--- config.mk ---
export PLATFORM = sky130hd
export DESIGN_NAME = pmc_counter_bank
export DESIGN_NICKNAME = d
export VERILOG_FILES = /design/src/rtl/pmc_counter_bank.sv
export SDC_FILE = /design/constraint.sdc
export NUM_CORES = 1
export LEC_CHECK = 0
export ABC_AREA = 1
export CAP_MARGIN = 20
export CORE_MARGIN = 5
export CORE_UTILIZATION = 40
export CTS_CLUSTER_SIZE = 25
export DETAILED_ROUTE_END_ITERATION = 12
export MAX_ROUTING_LAYER = met4
export PLACE_DENSITY = 0.66
export SLEW_MARGIN = 30
export SYNTH_ARGS = -nofsm -noshare
export SYNTH_HDL_FRONTEND = slang
export SYNTH_SLANG_ARGS = --single-unit
--- constraint.sdc ---
create_clock -name clk -period 22.7 [get_ports clk]
set_input_delay 2.27 -clock clk [delete_from_list [all_inputs] [get_ports clk]]
set_output_delay 2.27 -clock clk [all_outputs]
set_load 0.01 [all_outputs]
--- src/rtl/pmc_counter_bank.sv ---
// Parametrised performance-monitor counter bank: NUM_CNT event counters with run/hold FSM,
// snapshot shadow bank, sticky overflow and a registered read port. Option: PMC_SATURATE_EN.
module pmc_counter_bank #(
    parameter int NUM_CNT = 4,
    parameter int CNT_W   = 32,
    parameter int NUM_EVT = 8,
    parameter int IDX_W   = (NUM_CNT > 1) ? $clog2(NUM_CNT) : 1,
    parameter int SEL_W   = (NUM_EVT > 1) ? $clog2(NUM_EVT) : 1
) (
    input  logic               clk,
    input  logic               reset,
    input  logic [NUM_EVT-1:0] evt_in,
    input  logic               start,
    input  logic               stop,
    input  logic               clear,
    input  logic               cfg_we,
    input  logic [IDX_W-1:0]   cfg_idx,
    input  logic [SEL_W-1:0]   cfg_sel,
    input  logic               cfg_edge,
    input  logic               snap,
    input  logic [IDX_W-1:0]   rd_idx,
    input  logic               rd_shadow,
    output logic [CNT_W-1:0]   rd_data,
    output logic [NUM_CNT-1:0] ovf,
    output logic               running
);

    typedef enum logic [1:0] {
        ST_IDLE = 2'd0,
        ST_RUN  = 2'd1,
        ST_HOLD = 2'd2
    } state_t;

    state_t               r_state;
    state_t               w_state_nxt;
    logic                 r_running;

    logic [CNT_W-1:0]     r_cnt    [NUM_CNT];
    logic [CNT_W-1:0]     r_shadow [NUM_CNT];
    logic [SEL_W-1:0]     r_sel    [NUM_CNT];
    logic [NUM_CNT-1:0]   r_edge;
    logic [NUM_CNT-1:0]   r_ovf;
    logic [NUM_EVT-1:0]   r_evt_prev;
    logic [CNT_W-1:0]     r_rd_data;

    logic [NUM_CNT-1:0]   w_evt_cur;
    logic [NUM_CNT-1:0]   w_evt_old;
    logic [NUM_CNT-1:0]   w_inc;
    logic [NUM_CNT-1:0]   w_at_max;
    logic                 w_cfg_ok;
    logic [CNT_W-1:0]     w_rd_val;

    // ---------------- control FSM ----------------
    always_ff @(posedge clk or posedge reset) begin
        if (reset) begin
            r_state   <= ST_IDLE;
            r_running <= 1'b0;
        end else begin
            r_state   <= w_state_nxt;
            r_running <= (w_state_nxt == ST_RUN);
        end
    end

    // stop outranks start in every state, so start+stop never enters RUN
    always_comb begin
        w_state_nxt = r_state;
        if (clear) begin
            w_state_nxt = ST_IDLE;
        end else begin
            case (r_state)
                ST_IDLE: if (!stop && start) w_state_nxt = ST_RUN;
                ST_RUN:  if (stop)           w_state_nxt = ST_HOLD;
                ST_HOLD: if (!stop && start) w_state_nxt = ST_RUN;
                default:                     w_state_nxt = ST_IDLE;
            endcase
        end
    end

    // ---------------- event selection ----------------
    always_comb begin
        w_evt_cur = '0;
        w_evt_old = '0;
        for (int unsigned i = 0; i < NUM_CNT; i++) begin
            for (int unsigned j = 0; j < NUM_EVT; j++) begin
                if (32'(r_sel[i]) == j) begin
                    w_evt_cur[i] = evt_in[j];
                    w_evt_old[i] = r_evt_prev[j];
                end
            end
        end
    end

    always_comb begin
        w_inc    = '0;
        w_at_max = '0;
        for (int unsigned i = 0; i < NUM_CNT; i++) begin
            w_at_max[i] = &r_cnt[i];
            if (r_state == ST_RUN) begin
                w_inc[i] = r_edge[i] ? (w_evt_cur[i] & ~w_evt_old[i]) : w_evt_cur[i];
            end
        end
    end

    always_ff @(posedge clk or posedge reset) begin
        if (reset) begin
            r_evt_prev <= '0;
        end else begin
            r_evt_prev <= evt_in;
        end
    end

    // ---------------- configuration ----------------
    assign w_cfg_ok = cfg_we && (r_state != ST_RUN);

    always_ff @(posedge clk or posedge reset) begin
        if (reset) begin
            for (int unsigned i = 0; i < NUM_CNT; i++) begin
                r_sel[i]  <= SEL_W'(i % NUM_EVT);
                r_edge[i] <= 1'b0;
            end
        end else if (w_cfg_ok) begin
            for (int unsigned i = 0; i < NUM_CNT; i++) begin
                if (32'(cfg_idx) == i) begin
                    r_sel[i]  <= cfg_sel;
                    r_edge[i] <= cfg_edge;
                end
            end
        end
    end

    // ---------------- counters, shadows, overflow ----------------
    always_ff @(posedge clk or posedge reset) begin
        if (reset) begin
            r_ovf <= '0;
            for (int unsigned i = 0; i < NUM_CNT; i++) begin
                r_cnt[i]    <= '0;
                r_shadow[i] <= '0;
            end
        end else if (clear) begin
            r_ovf <= '0;
            for (int unsigned i = 0; i < NUM_CNT; i++) begin
                r_cnt[i]    <= '0;
                r_shadow[i] <= '0;
            end
        end else begin
            for (int unsigned i = 0; i < NUM_CNT; i++) begin
                if (snap) begin
                    r_shadow[i] <= r_cnt[i];
                end
                if (w_inc[i]) begin
                    if (w_at_max[i]) begin
                        r_ovf[i] <= 1'b1;
`ifdef PMC_SATURATE_EN
                        r_cnt[i] <= r_cnt[i];
`else
                        r_cnt[i] <= '0;
`endif
                    end else begin
                        r_cnt[i] <= r_cnt[i] + CNT_W'(1);
                    end
                end
            end
        end
    end

    // ---------------- read port ----------------
    always_comb begin
        w_rd_val = '0;
        for (int unsigned i = 0; i < NUM_CNT; i++) begin
            if (32'(rd_idx) == i) begin
                w_rd_val = rd_shadow ? r_shadow[i] : r_cnt[i];
            end
        end
    end

    always_ff @(posedge clk or posedge reset) begin
        if (reset) begin
            r_rd_data <= '0;
        end else begin
            r_rd_data <= w_rd_val;
        end
    end

    assign rd_data = r_rd_data;
    assign ovf     = r_ovf;
    assign running = r_running;

endmodule

==> After elaboration in Yosys (flattened, before gate mapping) <==
Index checks and enable logic that the tools add are counted.
{ "totals": {"ff_bits": 319, "inputBits": 24, "out_inout_bits": 37, "elab_cells": 213} }
{ "classes": {"add_sub_neg": 4, "n_eq_ne": 38, "mux": 107, "bitwise": 8, "reduce_logical": 32} }
{ "ops": {"columns": ["cell", "n"], "rows": [
  ["$mux W32", 20],
  ["$mux W128", 2],
  ["$add A32 B1 Y32 const B", 4],
  ["$reduce_and A32 Y1", 4],
  ["$mux W1", 80],
  ["$eq A3 B3 Y1 const B", 16],
  ["$eq A3 B2 Y1 const B", 8],
  ["$reduce_bool A2 Y1", 9],
  ["$reduce_and A2 Y1", 8],
  ["$eq A3 B1 Y1 const B", 4],
  ["$logic_not A3 Y1", 4],
  ["$eq A2 B2 Y1 const B", 5],
  ["$eq A2 B1 Y1 const B", 4],
  ["$logic_not A2 Y1", 3],
  ["$mux W2", 3],
  ["$and A1 B1 Y1", 4],
  ["$mux W4", 1],
  ["$not A1 Y1", 4],
  ["$pmux W2 S2", 1],
  ["$logic_and A1 B1 Y1", 2],
  ["$ne A2 B1 Y1 const B", 1],
  ["$reduce_or A2 Y1", 1],
  ["$logic_not A1 Y1", 1]
]} }

==> Depth between registers and ports, before layout <==
Gate-level depths: netlist of run 1.
{ "logic_depth": {"word_depth": 15, "depth_mapped": 15, "depth_no_buf": 14} }

==> Worst setup path after synthesis of run 1 <==
Ideal clock, no wire load.
{ "synth_path": {"path_kind": "in2reg", "start": "input rd_idx[0]", "end": "register r_rd_data[22] (netlist: rd_data[22])", "setup_time_ns": 0.139, "arrival_time_ns": 3.339, "required_ns": 22.561, "setup_slack_ns": 19.223, "path_stages": 8, "path_buffers": 3, "cell_sequence": "inv_1 nand2_1 clkbuf_1 clkbuf_1 clkbuf_1 a21oi_1 o21ai_0 o2111ai_1"} }
{ "synth_between": {"elab_chain_cells": 5, "word_cells_on_any_way": 8, "classes_between": "eq/ne (3); mux (4); reduce/logical (1)"} }
{ "synth_lines": {"columns": ["item", "line", "text"], "rows": [
  ["start, declared", "21", "input logic [IDX_W-1:0] rd_idx,"],
  ["$logic_not A2 Y1", "170", "if (32'(rd_idx) == i) begin"],
  ["$mux W32 (3 in series)", "170", null],
  ["$mux W32 *", "170", null],
  ["via w_rd_val[22]", "51", "logic [CNT_W-1:0] w_rd_val;"],
  ["end signal, assigned", "180", "r_rd_data <= w_rd_val;"],
  ["end, declared", "44", "logic [CNT_W-1:0] r_rd_data;"]
]} }
Mark *: on every way through the listed nets, which the timed path passes. The rest lies on a longest branch.
A chain may end at the register's enable or synchronous reset.

==> Final worst setup path of run 1 <==
{ "layout_path": {"start": "input clear", "end": "register r_shadow[122] (netlist name)"} }
{ "layout_between": {"elab_chain_cells": 1, "word_cells_on_any_way": 2, "classes_between": "mux (1); reduce/logical (1)"} }
{ "layout_lines": {"columns": ["item", "line", "text"], "rows": [
  ["start, declared", "15", "input logic clear,"],
  ["$mux W128 or $reduce_bool A2 Y1 (tied branches)", null, null],
  ["end signal, assigned by index", "148", "r_shadow[i] <= r_cnt[i];"],
  ["end, declared", "39", "logic [CNT_W-1:0] r_shadow [NUM_CNT];"]
]} }
Parallel ways exist; a longest one is shown, timed or not.

==> results of run 1 <==
==> how the worst max path moves through the flow <==
stage / start / to / slack, ps / cells past startpoint
6_report: clear / r_shadow[122]$_DFFE_PP0P_ / 18000 / 5
5_1_grt: clear / r_shadow[122]$_DFFE_PP0P_ / 17950 / 5
4_1_cts: clear / r_shadow[122]$_DFFE_PP0P_ / 18060 / 5
3_5_place_dp: clear / r_shadow[122]$_DFFE_PP0P_ / 17460 / 5
3_3_place_gp: clear / r_shadow[122]$_DFFE_PP0P_ / 17490 / 5
2_1_floorplan: reset / ovf[0]$_DFFE_PP0P_ / 11610 / 1
==> cell families after synthesis <==
logic type,synth area share [%]
flip-flops,45.4
AND/OR/NAND/NOR,21.6
XOR/XNOR,5.13
multiplexers,0.0640
adder cells (fa/ha/maj),0.285
buffers and inverters,10.2
AO/OA/AOI/OAI,17.3
==> power breakdown <==
group	switching (mW)	total [mW]	leakage, nW	internal (mW)
registers	0.0155	0.599	4.36	0.584
clock network	0.255	0.684	0.686	0.429
logic	0.0986	0.138	2.93	0.0397
==> final cells by class <==
type,count,area (µm²),area share [%]
Sequential cell,319,7990,40.0
Multi-Input combinational cell,1497,7840,39.2
Inverter,344,1300,6.50
Clock buffer,53,1130,5.66
Tap cell,585,732,3.66
Timing Repair Buffer,74,731,3.65
Clock inverter,17,273,1.36
==> tightest hold or removal path: cells and delay by family, from the launching register on <==
| family | cells | cell delay, ps |
|---|---|---|
| flops | 1 | 340 |
| simple gates | 2 | 90 |
==> cells in the final DEF, fill, tap and decap left out, types with 37 or more instances in the layout <==
cell	Yosys	final
nand2_1	405	404
a21oi_1	70	70
clkdlybuf4s50_1	0	58
o21ai_1	51	51
o22ai_1	116	116
clkbuf_16	0	41
xor2_1	101	101
nand3_1	88	88
dfrtp_1	315	315
nor2_1	191	188
nor3_1	75	75
nand4_1	37	37
inv_1	330	329
o21ai_0	197	197
==> per-layer routing <==
layer | global-route usage, % | vias up | wire length, µm
li1 | - | 7567 | -
met4 | 8.82 | 0 | 2150
met2 | 35.6 | 672 | 25700
met3 | 4.73 | 106 | 4640
met5 | - | - | 0
met1 | 34.6 | 7666 | 26100
==> flip-flops by register name, summed over array words and instances (netlist names), 2 cells and up <==
| signal | count |
|---|---|
| ovf | 4 |
| r_cnt | 128 |
| r_edge | 4 |
| r_evt_prev | 8 |
| r_sel | 12 |
| r_shadow | 128 |
| r_state | 2 |
| rd_data | 32 |
==> through the flow <==
step	std cells	setup slack, ps	hold WS [ps]	total power, mW
floorplan	2266	11610	469	0.695
global placement	2818	17490	456	0.744
detailed placement	2819	17460	462	0.747
CTS	2889	18060	477	1.43
global route	2889	17950	498	1.47
finish	2889	18000	471	1.42
==> impl_metrics.json, run 1 <==
{
  "routed_wire_length_per_instance_um": 20.3,
  "vias": 16000,
  "tightest_slew_ps": 984,
  "portBuffers": 60,
  "finalMaxSlewViolations": 0,
  "path_class": "input port to flop",
  "vias_per_cell": 5.54,
  "synth_edf_count": 0,
  "p_leak_nw": 7.98,
  "num_rows": 76,
  "fin_skew_ps": 22.3,
  "cts.sinks": 319,
  "grt_max_degree": 111,
  "min_to": "ovf[2]$_DFFE_PP0P_",
  "r2r_cells": 12,
  "synth_area_leaders": "dfrtp_1, nand2_1, inv_1",
  "synthesis.nets": 2294,
  "vdd_drop_max_mv": 0.0407,
  "ys_async_sr_fraction_pct": 100,
  "chipHeight_um": 220,
  "route.detailed.drc": 0,
  "yosysWarningCount": 0,
  "grt-ovfl-total": 0,
  "synthTopCellsByCount": "nand2_1, inv_1, dfrtp_1, o21ai_0, nor2_1",
  "numCtsBuffers": 38,
  "setup_viol": 0,
  "yosys.area.top_type": "dfrtp_1",
  "rsz0062_at_grt": "false",
  "worstPathArrival_ps": 5140,
  "start_kind": "input port",
  "initial_core_util_pct": 40.7,
  "cap_viol_max_count": 0,
  "cts_setup_buffers": 0,
  "syn_avg_cell_area_um2": 7.76,
  "ys.flop_type": "dfrtp_1",
  "place.gp.congestion": 0.976,
  "grtUsageTotal_pct": 24.6,
  "timing.rr.end": "r_cnt[20]$_DFFE_PP0P_",
  "worst_setup_path_end_kind": "flop",
  "nNetsFinal": 2302,
  "period_needed_ps": 4700,
  "synthesis.area_um2": 17600,
  "holdPathStages": 2,
  "syn2layout_area_growth_pct": 13.6,
  "finalHoldViolCount": 0,
  "diodes": 0,
  "place_hpwl_mm": 41.3,
  "worst-path-max-fanout": 87,
  "path_cells": "buf_2 > buf_4 > or2_4 > buf_4 > mux2_2",
  "synth_top_area_share_pct": 44.8,
  "ys_types": 43,
  "cts.clk_slew.worst_paths_ps": 60,
  "io_pins": 61,
  "worstSkewPairLatency_ps": 560,
  "cpLargestDelayFamily": "buffers and inverters",
  "fin_crit_sh_pct": 20.7,
  "ys_seq_area_share_pct": 45.4,
  "cts_root_buffer": "clkbuf_16",
  "cp_common_cell": "buf_4",
  "worst_path_largest_cell_delay_ps": 860,
  "drt_iter0_markers": 1824,
  "hp-start": "ovf[2]$_DFFE_PP0P_",
  "placed_cell_area_um2": 18600,
  "finalSetupTns_ps": 0,
  "max_slew_margin_pct": 34.4,
  "holdBufCountCts": 0,
  "finish.instance_area_um2": 20000,
  "h-tree-depth": 2,
  "max_freq_ghz": 0.213,
  "final_core_util_pct": 46.2,
  "grt_pass1_wl_mm": 89.2,
  "r2r_start": "r_cnt[0]$_DFFE_PP0P_",
  "hold_path_class": "flop to flop",
  "die_width_um": 220,
  "nFillCells": 4278,
  "rrSetupSlack_ps": 20000,
  "path_buf_inv": 3,
  "cts_tree": "yes",
  "netlist_instances": 2266,
  "coreArea_um2": 43300,
  "antenna_left": 0,
  "grt_pass1_vias": 14900,
  "final_layout_size_suffix_gt1_share_pct": 6.42,
  "synth_seq_cells": 319,
  "powerDensity_nw_per_um2": 71.1,
  "status": "completed",
  "yosysMostFrequentCell": "nand2_1",
  "clockBufferDepth": 3,
  "worst_path_max_delay_cell": "buf_4",
  "antenna_found_initial": 0,
  "cts_resized": 0,
  "firstDrtPassIters": 6,
  "routed_wl_mm": 58.6,
  "die_area_um2": 48300,
  "cp_data_required_time_ps": 23140
}
(Power assumes the default switching activity.)
==> inputs of run 2 (changes only) <==
PLACE_DENSITY = 0.68   (was 0.66)
clock period = 3.8 ns   (was 22.7 ns; I/O delays follow)
==> impl_metrics.json, run 2 (same netlist as run 1, synthesis figures left out) <==
{
  "grt_pass1_vias": 15600,
  "postLayoutSetupSlackWorst_ps": 1160,
  "die_area_um2": 48300,
  "vdd_drop_max_mv": 0.367,
  "final_common_cell": "nand2_1",
  "worst-path-max-fanout": 10,
  "route.detailed.drc": 0,
  "setup_viol": 0,
  "grt_max_degree": 89,
  "dp_worst_setup_slack_ps": 1000,
  "nFillCells": 4290,
  "cts_setup_buffers": 0,
  "fin_skew_ps": 16.3,
  "grt-ovfl-total": 0,
  "status": "completed",
  "clockBufferDepth": 3,
  "die_width_um": 220,
  "cts_resized": 0,
  "cts_root_buffer": "clkbuf_16",
  "cp_data_required_time_ps": 4250,
  "tightest_slew_ps": 907,
  "routed_wire_length_per_instance_um": 20.8,
  "vias_per_cell": 5.59,
  "final_cell_mix": "nand2_1, inv_1, dfrtp_1",
  "p_sw_mw": 2.22,
  "cts.clk_slew.worst_paths_ps": 70,
  "rrSetupSlack_ps": 1160,
  "initial_core_util_pct": 40.7,
  "worst_setup_path_end_kind": "flop",
  "grtUsageTotal_pct": 25.6,
  "final_cells": 2898,
  "rsz0062_at_grt": "false",
  "vias": 16200,
  "timing.rr.end": "r_cnt[43]$_DFFE_PP0P_",
  "drt_iter0_markers": 1832,
  "worstPathArrival_ps": 3090,
  "place_hpwl_mm": 43.5,
  "num_rows": 76,
  "finalSetupTns_ps": 0,
  "period_needed_ps": 2640,
  "path_class": "flop to flop",
  "grt_pass1_wl_mm": 93.2,
  "numCtsBuffers": 37,
  "final_layout_size_suffix_gt1_share_pct": 6.79,
  "p_int_mw": 6.24,
  "nNetsFinal": 2312,
  "cts_tree": "yes",
  "cts.sinks": 319,
  "swShare_pct": 26.3,
  "r2r_cells": 12,
  "hold_path_class": "input port to asynchronous set/reset pin",
  "r2r_start": "r_cnt[32]$_DFFE_PP0P_",
  "firstDrtPassIters": 6,
  "p_comb_share_pct": 10.2,
  "fin_crit_sh_pct": 69.4,
  "hold_slack_ps": 297,
  "syn2layout_area_growth_pct": 14.2,
  "dp_cells": 2830,
  "p_leak_nw": 8.04,
  "h-tree-depth": 2,
  "powerDensity_nw_per_um2": 421,
  "antenna_left": 0,
  "holdBufCountCts": 0,
  "antenna_found_initial": 2,
  "place.gp.congestion": 0.978,
  "coreArea_um2": 43300,
  "finalMaxSlewViolations": 0,
  "cap_viol_max_count": 0,
  "p_clk_share_pct": 47.5,
  "routed_wl_mm": 60.3,
  "start_kind": "flop",
  "portBuffers": 60,
  "io_pins": 61,
  "worstSkewPairLatency_ps": 550,
  "finalHoldViolCount": 0,
  "max_slew_margin_pct": 38.9,
  "chipHeight_um": 220,
  "sequentialPowerShare_pct": 42.4,
  "max_freq_ghz": 0.379
}
[run 2: worst max path at each step]
| stage | cells after the start | startpoint | end | slack [ps] |
|---|---|---|---|---|
| global placement | 14 | evt_in[1] | ovf[3]$_DFFE_PP0P_ | 1050 |
| global route | 12 | r_cnt[32]$_DFFE_PP0P_ | r_cnt[43]$_DFFE_PP0P_ | 990 |
| CTS | 13 | r_sel[0]$_DFFE_PP1P_ | r_cnt[2]$_DFFE_PP0P_ | 1130 |
| floorplan | 1 | reset | ovf[0]$_DFFE_PP0P_ | -830 |
| finish | 12 | r_cnt[32]$_DFFE_PP0P_ | r_cnt[43]$_DFFE_PP0P_ | 1160 |
| detailed placement | 14 | evt_in[1] | r_cnt[2]$_DFFE_PP0P_ | 1000 |
[run 2: power by group through the flow]
stage / registers, mW / logic (mW) / clock network (mW)
2_1_floorplan: 3.62 / 0.530 / 0
3_3_place_gp: 3.65 / 0.856 / 0
3_5_place_dp: 3.64 / 0.857 / 0
4_1_cts: 3.58 / 0.859 / 4.06
5_1_grt: 3.60 / 0.946 / 4.19
6_report: 3.59 / 0.859 / 4.01
[run 2: layer usage]
metal | part of all wire, % | global-route usage [%] | routed length [µm] | vias up
met1 | 44 | 35.5 | 26600 | 7831
met5 | 0 | - | 0 | -
met3 | 7.3 | 4.12 | 4390 | 103
met2 | 44 | 37.7 | 26700 | 672
li1 | - | - | - | 7604
met4 | 4.3 | 10.4 | 2590 | 0
[run 2: area by class of cell]
| type | instances | area (µm²) | area share (%) |
|---|---|---|---|
| clock inverter | 16 | 262 | 1.30 |
| timing repair buffer | 85 | 866 | 4.31 |
| multi-input combinational | 1497 | 7840 | 39.0 |
| inverter | 344 | 1290 | 6.45 |
| antenna | 2 | 5.00 | 0.0249 |
| tap | 585 | 732 | 3.64 |
| sequential | 319 | 7990 | 39.8 |
| clock buffer | 50 | 1100 | 5.46 |
[run 2: stage by stage]
step	area, µm²	util [%]	total power [mW]
floorplan	17600	-	4.15
global placement	18700	43.3	4.50
detailed placement	18700	43.3	4.50
CTS	20100	46.4	8.50
global route	20100	46.4	8.74
finish	20100	46.4	8.46
[run 2: worst max-delay path: stages, from the launching register on]
cell and delay (ps):
dfrtp_1 410, ha_1 250, nand3_1 220, nor3_2 70, inv_1 140, nor2_1 70
inv_1 140, nor2_2 70, nand2_1 180, nand2_1 220, nor2_2 570, nand2_1 100
o21ai_0 100
==> inputs of run 3 (changes only) <==
clock period = 2.38 ns   (was 3.8 ns; I/O delays follow)
==> impl_metrics.json, run 3 (same netlist as run 1, synthesis figures left out) <==
{
  "nNetsFinal": 2385,
  "grt_pass1_wl_mm": 93.2,
  "fin_skew_ps": 15.5,
  "grt_pass1_vias": 15800,
  "initial_core_util_pct": 40.7,
  "finalHoldViolCount": 0,
  "hold_slack_ps": 11.9,
  "grt-ovfl-total": 0,
  "h-tree-depth": 2,
  "dp_worst_setup_slack_ps": 69.8,
  "worstSkewPairLatency_ps": 550,
  "final_layout_size_suffix_gt1_share_pct": 9.64,
  "cp_common_cell": "a21oi_1",
  "p_total_mw": 13.2,
  "routed_wl_mm": 60.4,
  "cts.clk_slew.worst_paths_ps": 60,
  "worst-path-max-fanout": 7,
  "status": "completed",
  "tightest_slew_ps": 716,
  "clockBufferDepth": 3,
  "drt_iter0_markers": 2059,
  "vdd_drop_max_mv": 0.581,
  "finalMaxSlewViolations": 0,
  "place.gp.congestion": 0.988,
  "r2r_cells": 5,
  "io_pins": 61,
  "cts.sinks": 319,
  "die_width_um": 220,
  "numCtsBuffers": 37,
  "antenna_found_initial": 0,
  "powerDensity_nw_per_um2": 639,
  "die_area_um2": 48300,
  "holdBufCountCts": 0,
  "timing.rr.end": "r_cnt[39]$_DFFE_PP0P_",
  "cap_viol_max_count": 0,
  "final_cells": 2971,
  "path_cells": "inv_2 > nor3_1 > a21oi_1 > a21oi_1 > o21ai_0",
  "final_cell_mix": "nand2_1, inv_1, dfrtp_1",
  "coreArea_um2": 43300,
  "hold_path_class": "input port to asynchronous set/reset pin",
  "start_kind": "flop",
  "worstPathArrival_ps": 2580,
  "cts_root_buffer": "clkbuf_16",
  "period_needed_ps": 2180,
  "max_freq_ghz": 0.459,
  "grt_max_degree": 87,
  "worst_path_largest_cell_delay_ps": 610,
  "setup_viol": 0,
  "syn2layout_area_growth_pct": 17.8,
  "worst_path_max_delay_cell": "dfstp_2",
  "firstDrtPassIters": 6,
  "vias": 16500,
  "final_common_cell": "nand2_1",
  "path_class": "flop to flop",
  "grtUsageTotal_pct": 25.5,
  "rsz0062_at_grt": "false",
  "crit_end": "r_cnt[39]$_DFFE_PP0P_",
  "antenna_left": 0,
  "p_leak_nw": 8.40,
  "cts_tree": "yes",
  "place_hpwl_mm": 44.3,
  "route.detailed.drc": 0,
  "fin_crit_sh_pct": 91.6,
  "routed_wire_length_per_instance_um": 20.3,
  "vias_per_cell": 5.57,
  "portBuffers": 60,
  "max_slew_margin_pct": 51.8,
  "r2r_start": "r_sel[4]$_DFFE_PP1P_",
  "worst_setup_path_end_kind": "flop",
  "chipHeight_um": 220,
  "num_rows": 76,
  "rrSetupSlack_ps": 200,
  "postLayoutSetupSlackWorst_ps": 201,
  "cp_data_required_time_ps": 2780,
  "dp_cells": 2902,
  "critPathLaunch": "r_sel[4]$_DFFE_PP1P_",
  "diodes": 0,
  "nFillCells": 4206
}
## run 3: cell count changes in the layout (fill, tap and decap cells not counted), moves of 3 or more
cell	delta
bufinv_16	-3
clkinv_2	-4
nand2_2	+4
clkbuf_1	+8
buf_4	+59
buf_12	+13
nand2_1	-3
## run 3: worst min path at each step
| stage | start | cells past startpoint | slack, ps | endpoint |
|---|---|---|---|---|
| 4_1_cts | reset | 2 | 2 | r_cnt[0]$_DFFE_PP0P_ |
| 3_3_place_gp | ovf[3]$_DFFE_PP0P_ | 2 | 470 | ovf[3]$_DFFE_PP0P_ |
| 2_1_floorplan | evt_in[0] | 0 | 270 | r_evt_prev[0]$_DFF_PP0_ |
| 6_report | reset | 2 | 10 | r_cnt[0]$_DFFE_PP0P_ |
| 5_1_grt | reset | 2 | 20 | r_cnt[0]$_DFFE_PP0P_ |
| 3_5_place_dp | ovf[3]$_DFFE_PP0P_ | 2 | 470 | ovf[3]$_DFFE_PP0P_ |
## run 3: what timing repair did
item,4_1_cts,5_1_grt
setup endpoints to repair,0,34
gates resized for setup,0,8
setup buffers,0,1
endpoints found under the hold margin,0,0
## run 3: power breakdown
part           switching [mW]  internal (mW)  total (mW)
clock                    2.38           3.67        6.04
sequential              0.130           5.57        5.70
combinational            1.00          0.497        1.50
## run 3: area by class of cell
class | count | area [µm²] | share of cell area, %
Tap cell | 585 | 732 | 3.53
Sequential cell | 319 | 7990 | 38.5
Multi-Input combinational cell | 1497 | 7850 | 37.9
Clock buffer | 57 | 1110 | 5.37
Timing Repair Buffer | 158 | 1580 | 7.62
Clock inverter | 11 | 166 | 0.803
Inverter | 344 | 1290 | 6.25
## run 3: critical path, delay by kind of cell, from the launching register on
kind / cells / cell delay, ps
AND/OR/NAND/NOR: 1 / 320
flip-flops: 1 / 610
AO/OA/AOI/OAI: 3 / 1020
buffers and inverters: 1 / 100
## run 3: layer usage
layer | vias to the layer above | global-route usage, % | share of wire, %
li1 | 7730 | - | -
met1 | 7981 | 35.6 | 44
met2 | 708 | 38.0 | 44
met3 | 118 | 3.60 | 7.6
met4 | 0 | 9.69 | 4.2
met5 | - | - | 0
## run 3: metrics by stage
stage               utilization [%]  TNS [ps]  cell area (µm²)
floorplan                         -   -667720            17600
global placement               44.9     -25.5            19400
detailed placement             44.9         0            19400
CTS                            47.8         0            20700
global route                   47.9         0            20700
finish                         47.9         0            20700
